**config.mk**
```make
export PLATFORM = sky130hd
export DESIGN_NAME = guard_recovery_ctrl
export DESIGN_NICKNAME = d
export VERILOG_FILES = /design/src/rtl/guard_recovery_pkg.sv /design/src/rtl/guard_recovery_ctrl_delay_cnt.sv /design/src/rtl/guard_recovery_ctrl.sv
export SDC_FILE = /design/constraint.sdc
export NUM_CORES = 1
export LEC_CHECK = 0
export ABC_CLOCK_PERIOD_IN_PS = 4400
export CORE_MARGIN = 3
export CORE_UTILIZATION = 35
export CTS_BUF_LIST = sky130_fd_sc_hd__clkbuf_8
export CTS_CLUSTER_DIAMETER = 80
export CTS_CLUSTER_SIZE = 25
export DETAILED_ROUTE_END_ITERATION = 8
export MAX_ROUTING_LAYER = met4
export REMOVE_ABC_BUFFERS = 1
export SLEW_MARGIN = 20
export SYNTH_ARGS = -nofsm -noshare
export SYNTH_HDL_FRONTEND = slang
export SYNTH_HIERARCHICAL = 1
export SYNTH_SLANG_ARGS = --single-unit
```
**constraint.sdc**
```tcl
create_clock -name clk_i -period 4.4 [get_ports clk_i]
set_input_delay 0.88 -clock clk_i [delete_from_list [all_inputs] [get_ports clk_i]]
set_output_delay 0.88 -clock clk_i [all_outputs]
set_load 0.01 [all_outputs]
```
**src/rtl/guard_recovery_pkg.sv**
```systemverilog
// Shared types for the guard recovery sequencer: FSM state encoding and counter widths.
package guard_recovery_pkg;

  typedef enum logic [2:0] {
    ST_IDLE     = 3'd0,
    ST_ISOLATE  = 3'd1,
    ST_RESET    = 3'd2,
    ST_HOLD     = 3'd3,
    ST_CLEAR    = 3'd4,
    ST_RELEASE  = 3'd5,
    ST_WAIT_ACK = 3'd6
  } recovery_state_e;

  localparam int unsigned DefCntWidth    = 16;
  localparam int unsigned DefRecCntWidth = 8;

  typedef logic [DefCntWidth-1:0]    cycle_cnt_t;
  typedef logic [DefRecCntWidth-1:0] rec_cnt_t;

endpackage

```
**src/rtl/guard_recovery_ctrl_delay_cnt.sv**
```systemverilog
// Loadable up-counter with sync clear and a terminal-match compare against a runtime limit.
module guard_delay_cnt #(
  parameter int unsigned Width = 16
) (
  input  logic             clk_i,
  input  logic             rst_ni,
  input  logic             clr_i,
  input  logic             en_i,
  input  logic             ld_i,
  input  logic [Width-1:0] ld_val_i,
  input  logic [Width-1:0] limit_i,
  output logic             match_o
);

  logic [Width-1:0] cnt_q;

  always_ff @(posedge clk_i or negedge rst_ni) begin
    if (!rst_ni)     cnt_q <= '0;
    else if (clr_i)  cnt_q <= '0;
    else if (ld_i)   cnt_q <= ld_val_i;
    else if (en_i)   cnt_q <= cnt_q + 1'b1;
  end

  assign match_o = (cnt_q == limit_i);

endmodule

```
**src/rtl/guard_recovery_ctrl.sv**
```systemverilog
// Guard recovery sequencer: isolate, reset pulse, settle, clear guards, release.
// Optional GUARD_RECOVERY_SW_ACK_EN holds isolation in WAIT_ACK until sw_ack_i.
module guard_recovery_ctrl
  import guard_recovery_pkg::*;
#(
  parameter int unsigned CntWidth    = 16,
  parameter int unsigned RstCycles   = 16,
  parameter int unsigned HoldCycles  = 64,
  parameter int unsigned IsoTimeout  = 256,
  parameter int unsigned RecCntWidth = 8
) (
  input  logic                   clk_i,
  input  logic                   rst_ni,
  input  logic                   enable_i,
  input  logic                   wr_reset_req_i,
  input  logic                   rd_reset_req_i,
  input  logic                   isolated_i,
`ifdef GUARD_RECOVERY_SW_ACK_EN
  input  logic                   sw_ack_i,
`endif
  output logic                   isolate_o,
  output logic                   slv_rst_no,
  output logic                   reset_clear_o,
  output logic                   irq_o,
  output logic                   busy_o,
  output logic                   iso_timeout_o,
  output logic [RecCntWidth-1:0] recovery_cnt_o,
  output logic [2:0]             state_o
);

  // Terminal counts; HOLD with zero cycles still spends one pass-through cycle.
  localparam logic [CntWidth-1:0] IsoLim  = CntWidth'(IsoTimeout - 1);
  localparam logic [CntWidth-1:0] RstLim  = CntWidth'(RstCycles - 1);
  localparam logic [CntWidth-1:0] HoldLim = (HoldCycles == 0) ? '0 : CntWidth'(HoldCycles - 1);

  recovery_state_e       state_q, state_d;
  logic [CntWidth-1:0]   limit;
  logic                  cnt_match, tmo_set;
  logic                  isolate_d, slv_rst_n_d, clear_d, irq_d, busy_d;
  logic [RecCntWidth-1:0] rec_cnt_q, rec_cnt_d;
  logic                  isolate_q, slv_rst_n_q, clear_q, irq_q, busy_q, tmo_q;

  guard_delay_cnt #(.Width(CntWidth)) u_delay_cnt (
    .clk_i    (clk_i),
    .rst_ni   (rst_ni),
    .clr_i    (state_d != state_q),
    .en_i     (state_q != ST_IDLE),
    .ld_i     (1'b0),
    .ld_val_i ('0),
    .limit_i  (limit),
    .match_o  (cnt_match)
  );

  always_comb begin
    case (state_q)
      ST_ISOLATE: limit = IsoLim;
      ST_RESET:   limit = RstLim;
      ST_HOLD:    limit = HoldLim;
      default:    limit = '0;
    endcase
  end

  // State register plus registered outputs.
  always_ff @(posedge clk_i or negedge rst_ni) begin
    if (!rst_ni) begin
      state_q     <= ST_IDLE;
      isolate_q   <= 1'b0;
      slv_rst_n_q <= 1'b1;
      clear_q     <= 1'b0;
      irq_q       <= 1'b0;
      busy_q      <= 1'b0;
      tmo_q       <= 1'b0;
      rec_cnt_q   <= '0;
    end else begin
      state_q     <= state_d;
      isolate_q   <= isolate_d;
      slv_rst_n_q <= slv_rst_n_d;
      clear_q     <= clear_d;
      irq_q       <= irq_d;
      busy_q      <= busy_d;
      tmo_q       <= tmo_q | tmo_set;
      rec_cnt_q   <= rec_cnt_d;
    end
  end

  // Next-state logic; isolated_i beats a coincident timeout.
  always_comb begin
    state_d = state_q;
    tmo_set = 1'b0;
    case (state_q)
      ST_IDLE:    if (enable_i && (wr_reset_req_i || rd_reset_req_i)) state_d = ST_ISOLATE;
      ST_ISOLATE: begin
        if (isolated_i) state_d = ST_RESET;
        else if (cnt_match) begin
          state_d = ST_RESET;
          tmo_set = 1'b1;
        end
      end
      ST_RESET:   if (cnt_match) state_d = ST_HOLD;
      ST_HOLD:    if (cnt_match) state_d = ST_CLEAR;
`ifdef GUARD_RECOVERY_SW_ACK_EN
      ST_CLEAR:    state_d = ST_WAIT_ACK;
      ST_WAIT_ACK: if (sw_ack_i) state_d = ST_RELEASE;
`else
      ST_CLEAR:    state_d = ST_RELEASE;
`endif
      ST_RELEASE: if (!isolated_i) state_d = ST_IDLE;
      default:    state_d = ST_IDLE;
    endcase
  end

  // Outputs are decoded from the next state so they line up with state_o.
  always_comb begin
    isolate_d   = state_d inside {ST_ISOLATE, ST_RESET, ST_HOLD, ST_CLEAR, ST_WAIT_ACK};
    slv_rst_n_d = (state_d != ST_RESET);
    clear_d     = (state_d == ST_CLEAR);
    irq_d       = (state_q == ST_IDLE) && (state_d == ST_ISOLATE);
    busy_d      = (state_d != ST_IDLE);
    rec_cnt_d   = rec_cnt_q;
    if (state_d == ST_CLEAR && state_q != ST_CLEAR && rec_cnt_q != '1)
      rec_cnt_d = rec_cnt_q + 1'b1;
  end

  assign isolate_o      = isolate_q;
  assign slv_rst_no     = slv_rst_n_q;
  assign reset_clear_o  = clear_q;
  assign irq_o          = irq_q;
  assign busy_o         = busy_q;
  assign iso_timeout_o  = tmo_q;
  assign recovery_cnt_o = rec_cnt_q;
  assign state_o        = state_q;

endmodule

```
### Word level (Yosys, flattened, before mapping)

Index checks and enable logic that the tools add are counted.

* bits of input ports: 6
* register bits after elaboration: 33
* output and inout port bits: 17
* word-level logic and storage cells: 50

* add/sub/neg operators: 2
* reductions and logical operators: 10
* equality and inequality tests: 15
* muxes and demuxes: 13
* bitwise operators: 1

Operators by type and width (number)
* 16-bit 2-to-1 mux: 2
* 8-bit one-hot mux with 3 select lines: 1
* 3-bit 2-to-1 mux: 6
* 3-bit one-hot mux with 6 select lines: 1
* 16-bit by 1-bit adder with 16-bit output (second input constant): 1
* 16-bit by 8-bit equality test with 1-bit output: 1
* 3-bit by 2-bit equality test with 1-bit output (second input constant): 4
* 3-bit equality test (second input constant): 4
* 8-bit by 1-bit adder with 8-bit output (second input constant): 1
* 8-bit != test (second input constant): 1
* 3-bit by 1-bit equality test with 1-bit output (second input constant): 2
* 3-bit nonzero test: 2
* 5-bit nonzero test: 1
* 1-bit logical AND: 4
* 3-bit zero test: 1
* 1-bit 2-to-1 mux: 3
* 3-bit by 2-bit != test with 1-bit output (second input constant): 1
* 3-bit != test: 1
* 3-bit != test (second input constant): 1
* 2-bit nonzero test: 1
* 1-bit logical OR: 1
* 1-bit OR: 1

### Logic depth before layout (Yosys ltp)

* word-level depth: 9
* gate-level depth with buffers: 12

### Modules after synthesis

The synthesis kept the hierarchy.

Modules (own cells, without submodules)
* guard_delay_cnt: area an instance 1226.2 um2, times used 1, sequential area each 400.4 um2, cells each 134
* guard_recovery_ctrl: area an instance 860.8 um2, times used 1, sequential area each 426.7 um2, cells each 83

### Worst setup path after synthesis

Ideal clock, no wire load.

* path kind: register to register
* from: reg state_q[0], in the netlist state_o[0]
* to: reg u_delay_cnt.cnt_q[11]
* slack: 0.960 ns
* clock period less this slack: 3.440 ns
* cell stages (with the launch flop): 13
* buffers on the path: 2
* required time: 4.281 ns
* data arrival time: 3.322 ns
* setup time: 0.119 ns
* cells stage by stage: dfrtp_1 > buf_2 > nor2_1 > nor2_1 > xnor2_1 > nand4_1 > nor4_1 > a21oi_1 > o211a_1 > a41oi_1 > clkbuf_1 > a21oi_1 > o21a_1

* word-level cells in the longest chain between the ends: 8

RTL lines
* start, declared: RTL line guard_recovery_ctrl.sv:36 `recovery_state_e state_q, state_d;`
* start signal, assigned: RTL line guard_recovery_ctrl.sv:75 `state_q <= state_d;`
* 3-bit by 2-bit equality test with 1-bit output / 3-bit by 1-bit equality test with 1-bit output (equally long branches): RTL line guard_recovery_ctrl.sv:55 `case (state_q)`
* 8-bit one-hot mux with 3 select lines (*): RTL line guard_recovery_ctrl.sv:55
* named net limit[0]: RTL line guard_recovery_ctrl.sv:37 `logic [CntWidth-1:0] limit;`
* 16-bit by 8-bit equality test with 1-bit output (*): RTL line guard_recovery_ctrl_delay_cnt.sv:24 `assign match_o = (cnt_q == limit_i);`
* named net cnt_match: RTL line guard_recovery_ctrl.sv:38 `logic cnt_match, tmo_set;`
* 3-bit 2-to-1 mux: RTL line guard_recovery_ctrl.sv:94 `else if (cnt_match) begin`
* 3-bit 2-to-1 mux: RTL line guard_recovery_ctrl.sv:93 `if (isolated_i) state_d = ST_RESET;`
* 3-bit one-hot mux with 6 select lines (*): RTL line guard_recovery_ctrl.sv:90 `case (state_q)`
* 3-bit != test (*): RTL line guard_recovery_ctrl.sv:46 `.clr_i (state_d != state_q),`
* 16-bit 2-to-1 mux / 2-bit nonzero test (equally long branches)
* end signal, assigned: RTL line guard_recovery_ctrl_delay_cnt.sv:20 `else if (ld_i) cnt_q <= ld_val_i;`
* end signal, assigned: RTL line guard_recovery_ctrl_delay_cnt.sv:21 `else if (en_i) cnt_q <= cnt_q + 1'b1;`
* end, declared: RTL line guard_recovery_ctrl_delay_cnt.sv:15 `logic [Width-1:0] cnt_q;`

The timed path passes the listed nets; every way through them passes the cells marked *.
A chain may end at the register's enable or synchronous reset.

### Worst setup path in the final report

Same ends and word-level chain as after synthesis.

==> flow_summary.yaml <==
status:
  status: "finished, final reports clean"
final_layout:
  fin_cells: 338
  post-route-util: 0.4471
  drive_gt1_frac: 0.1128
  area_growth_pct: 20.86
  nets: 273
  diodes: 0
  finish.instance_area_mm2: 0.002522
  fill_cells: 549
placement:
  io_buffers: 22
  dp_cells: 330
  gp_congestion: 0.8401
  dpl-instance-area_mm2: 0.002440
  pre_cts_ws_ps: 1545
  dp_hpwl_um: 2924
logic_synthesis:
  synthFlopType: "dfrtp_1"
  synth_edf_count: 0
  synthArstFlopShare: 1.000
  avgSynthCellArea_um2: 9.618
  syn_area_mm2: 0.002087
  synth_cell_type_count: 53
  synth_top_area_share: 0.3837
  synth.area.top_cells: "dfrtp_1 (38%), xnor2_1 (9.2%), a21oi_1 (3.8%), nand2_1 (3.1%), xor2_1 (2.9%)"
  synth_top_area_cell: "dfrtp_1"
  syn_inst: 217
  synth_seq_cells: 33
  synth.yosys.seq_area_share: 0.3963
  synth_warnings: 6
detailed_routing:
  vias: 1585
  drc: 0
  drt_wl_total_um: 4164
  via_per_inst: 4.689
  ant_nets: 0
  firstDrtPassIters: 4
  drt-wirelength-per-cell_um: 12.32
  drt-initial-drc-count: 73
clock_tree:
  cts.htree.levels: 2
  clk_latency_ps: 280
  cts_resized: 0
  cts_buffers: 5
  tritoncts: "done"
  cts.clk_slew.worst_paths_ps: 70
  root_buffer: "clkbuf_8"
  numClockSinks: 33
  cts_hold_buf: 0
  cts_setup_buffers: 0
  clk_path_buf_depth: 2
grt:
  grtUsageTotal: 0.1288
  first_global_vias: 1555
  antenna_found_initial: 0
  grt-ovfl-total: 0
  grt_max_degree: 34
  grt_pass1_wl_um: 7307
power:
  swShare: 0.3127
  p_int_mw: 0.5217
  p_comb_frac: 0.202
  clockPowerShare: 0.291
  power.switching_mw: 0.2374
  seqPwrFrac: 0.507
  p_per_area_mw_per_mm2: 301.0
  p_leak_nw: 1.034
  power.total_mw: 0.7591
  ir_worst_vdd_mv: 0.2084
floorplan:
  core_area_mm2: 0.005642
  num_rows: 27
  die_area_mm2: 0.006926
  dieHeight_um: 83.22
  initial_core_util: 0.3699
  die_x_um: 83.22
  ios: 23
sta:
  fin_setup_tns_ps: 0
  fin_worst_skew_ps: 11.72
  rsz0062_at_grt: "no"
  fin_crit_sh: 0.6521
  drv_slew: 0
  whs_ps: 475.4
  setup_viol_count_final: 0
  final.min_clock_period_ps: 2869
  max_freq_ghz: 0.3486
  postLayoutSetupSlackWorst_ps: 1531
  finalHoldViolCount: 0
worst_hold_path:
  min_path_type: "flop to flop"
flow_run:
  maxCapViolCount: 0
critical_path:
  path_max_fanout: 16
  path_class: "flop to flop"
  crit_path_start_kind: "flop"
  worstPathArrival_ps: 3030
  critPathCaptureType: "flop"
  cp.required_ps: 4560
-- cell usage after synthesis (5+ instances only) --
| cell | count |
|---|---|
| a21oi_1 | 16 |
| dfrtp_1 | 32 |
| inv_1 | 16 |
| nand2_1 | 17 |
| nand3_1 | 6 |
| nand4_1 | 5 |
| nor2_1 | 13 |
| nor3_1 | 7 |
| o21a_1 | 6 |
| o21ai_0 | 5 |
| xnor2_1 | 22 |
| xor2_1 | 7 |
-- critical path: stages (launching register included) --
cell,delay (ps)
dfrtp_1,590
nor2b_1,330
and2_1,240
xnor2_1,140
nand4_1,110
nor4_1,270
buf_4,200
a21oi_1,60
o211a_1,210
a41oi_1,160
buf_4,260
a21oi_1,70
o21a_1,110
-- path summary, 6_finish.rpt --
check                              start                     to  slack [ps]  cells after the start
max in group asynchronous         rst_ni             slv_rst_no        3070                      2
min in group asynchronous         rst_ni   u_delay_cnt/cnt_q[9]        1000                      2
setup / recovery              state_o[0]  u_delay_cnt/cnt_q[11]        1530                     12
setup reg to reg              state_o[0]  u_delay_cnt/cnt_q[11]        1530                     12
hold / removal             iso_timeout_o          iso_timeout_o         480                      1
hold reg to reg            iso_timeout_o          iso_timeout_o         480                      1
-- registers in the layout (all words and copies together) (netlist names) --
name               cells
state_o                3
busy_o                 1
reset_clear_o          1
slv_rst_no             1
u_delay_cnt/cnt_q     16
isolate_o              1
recovery_cnt_o         8
irq_o                  1
iso_timeout_o          1
-- metal layers --
metal / track usage / part of all wire / vias up
met5: - / 0 / -
met3: 0.02282 / 0.025 / 4
met1: 0.1731 / 0.51 / 739
met4: 0.04012 / 0.0096 / 0
li1: - / - / 819
met2: 0.1975 / 0.46 / 23
-- cells in the final DEF, fill, tap and decap left out, types with 3 or more instances in the layout --
cell	synthesis	layout
buf_4	1	3
nor4_1	3	3
a21oi_1	16	16
dfrtp_1	32	32
nor3_2	4	4
nand3_1	6	6
o21a_1	6	6
nor2_1	13	13
nor3_1	7	7
clkbuf_8	1	5
clkdlybuf4s50_1	0	22
nand4_1	5	5
o21ai_0	5	5
mux2i_1	4	4
inv_1	16	17
mux2_1	3	3
nand2_1	17	17
xor2_1	7	7
xnor2_1	22	22
conb_1	1	28
-- layout make-up --
cell class	count	area [um2]	area share
clock inverter	3	13.76	0.005456
clock buffer	5	68.82	0.02728
inverter	17	63.81	0.02530
tap	72	90.09	0.03571
timing repair buffer	25	242.7	0.09623
multi-input combinational	183	1216	0.4821
sequential	33	827.0	0.3279
-- power groups by stage --
stage / registers, mW / logic [mW] / clock network (mW)
3_3_place_gp: 0.390 / 0.151 / 0
5_1_grt: 0.391 / 0.172 / 0.240
6_report: 0.385 / 0.153 / 0.221
2_1_floorplan: 0.386 / 0.103 / 0
3_5_place_dp: 0.391 / 0.152 / 0
4_1_cts: 0.385 / 0.153 / 0.232
-- kinds of logic after synthesis --
logic type	count (synthesis)	synth area share
compound gates	41	0.1349
xor+xnor	29	0.1217
fa+ha+maj	2	0.01199
buf+inv	28	0.06954
flops	33	0.3963
mux	9	0.04616
other cells	1	0.001797
simple gates	74	0.2176
Note: power is estimated with default switching activity, not from simulation.
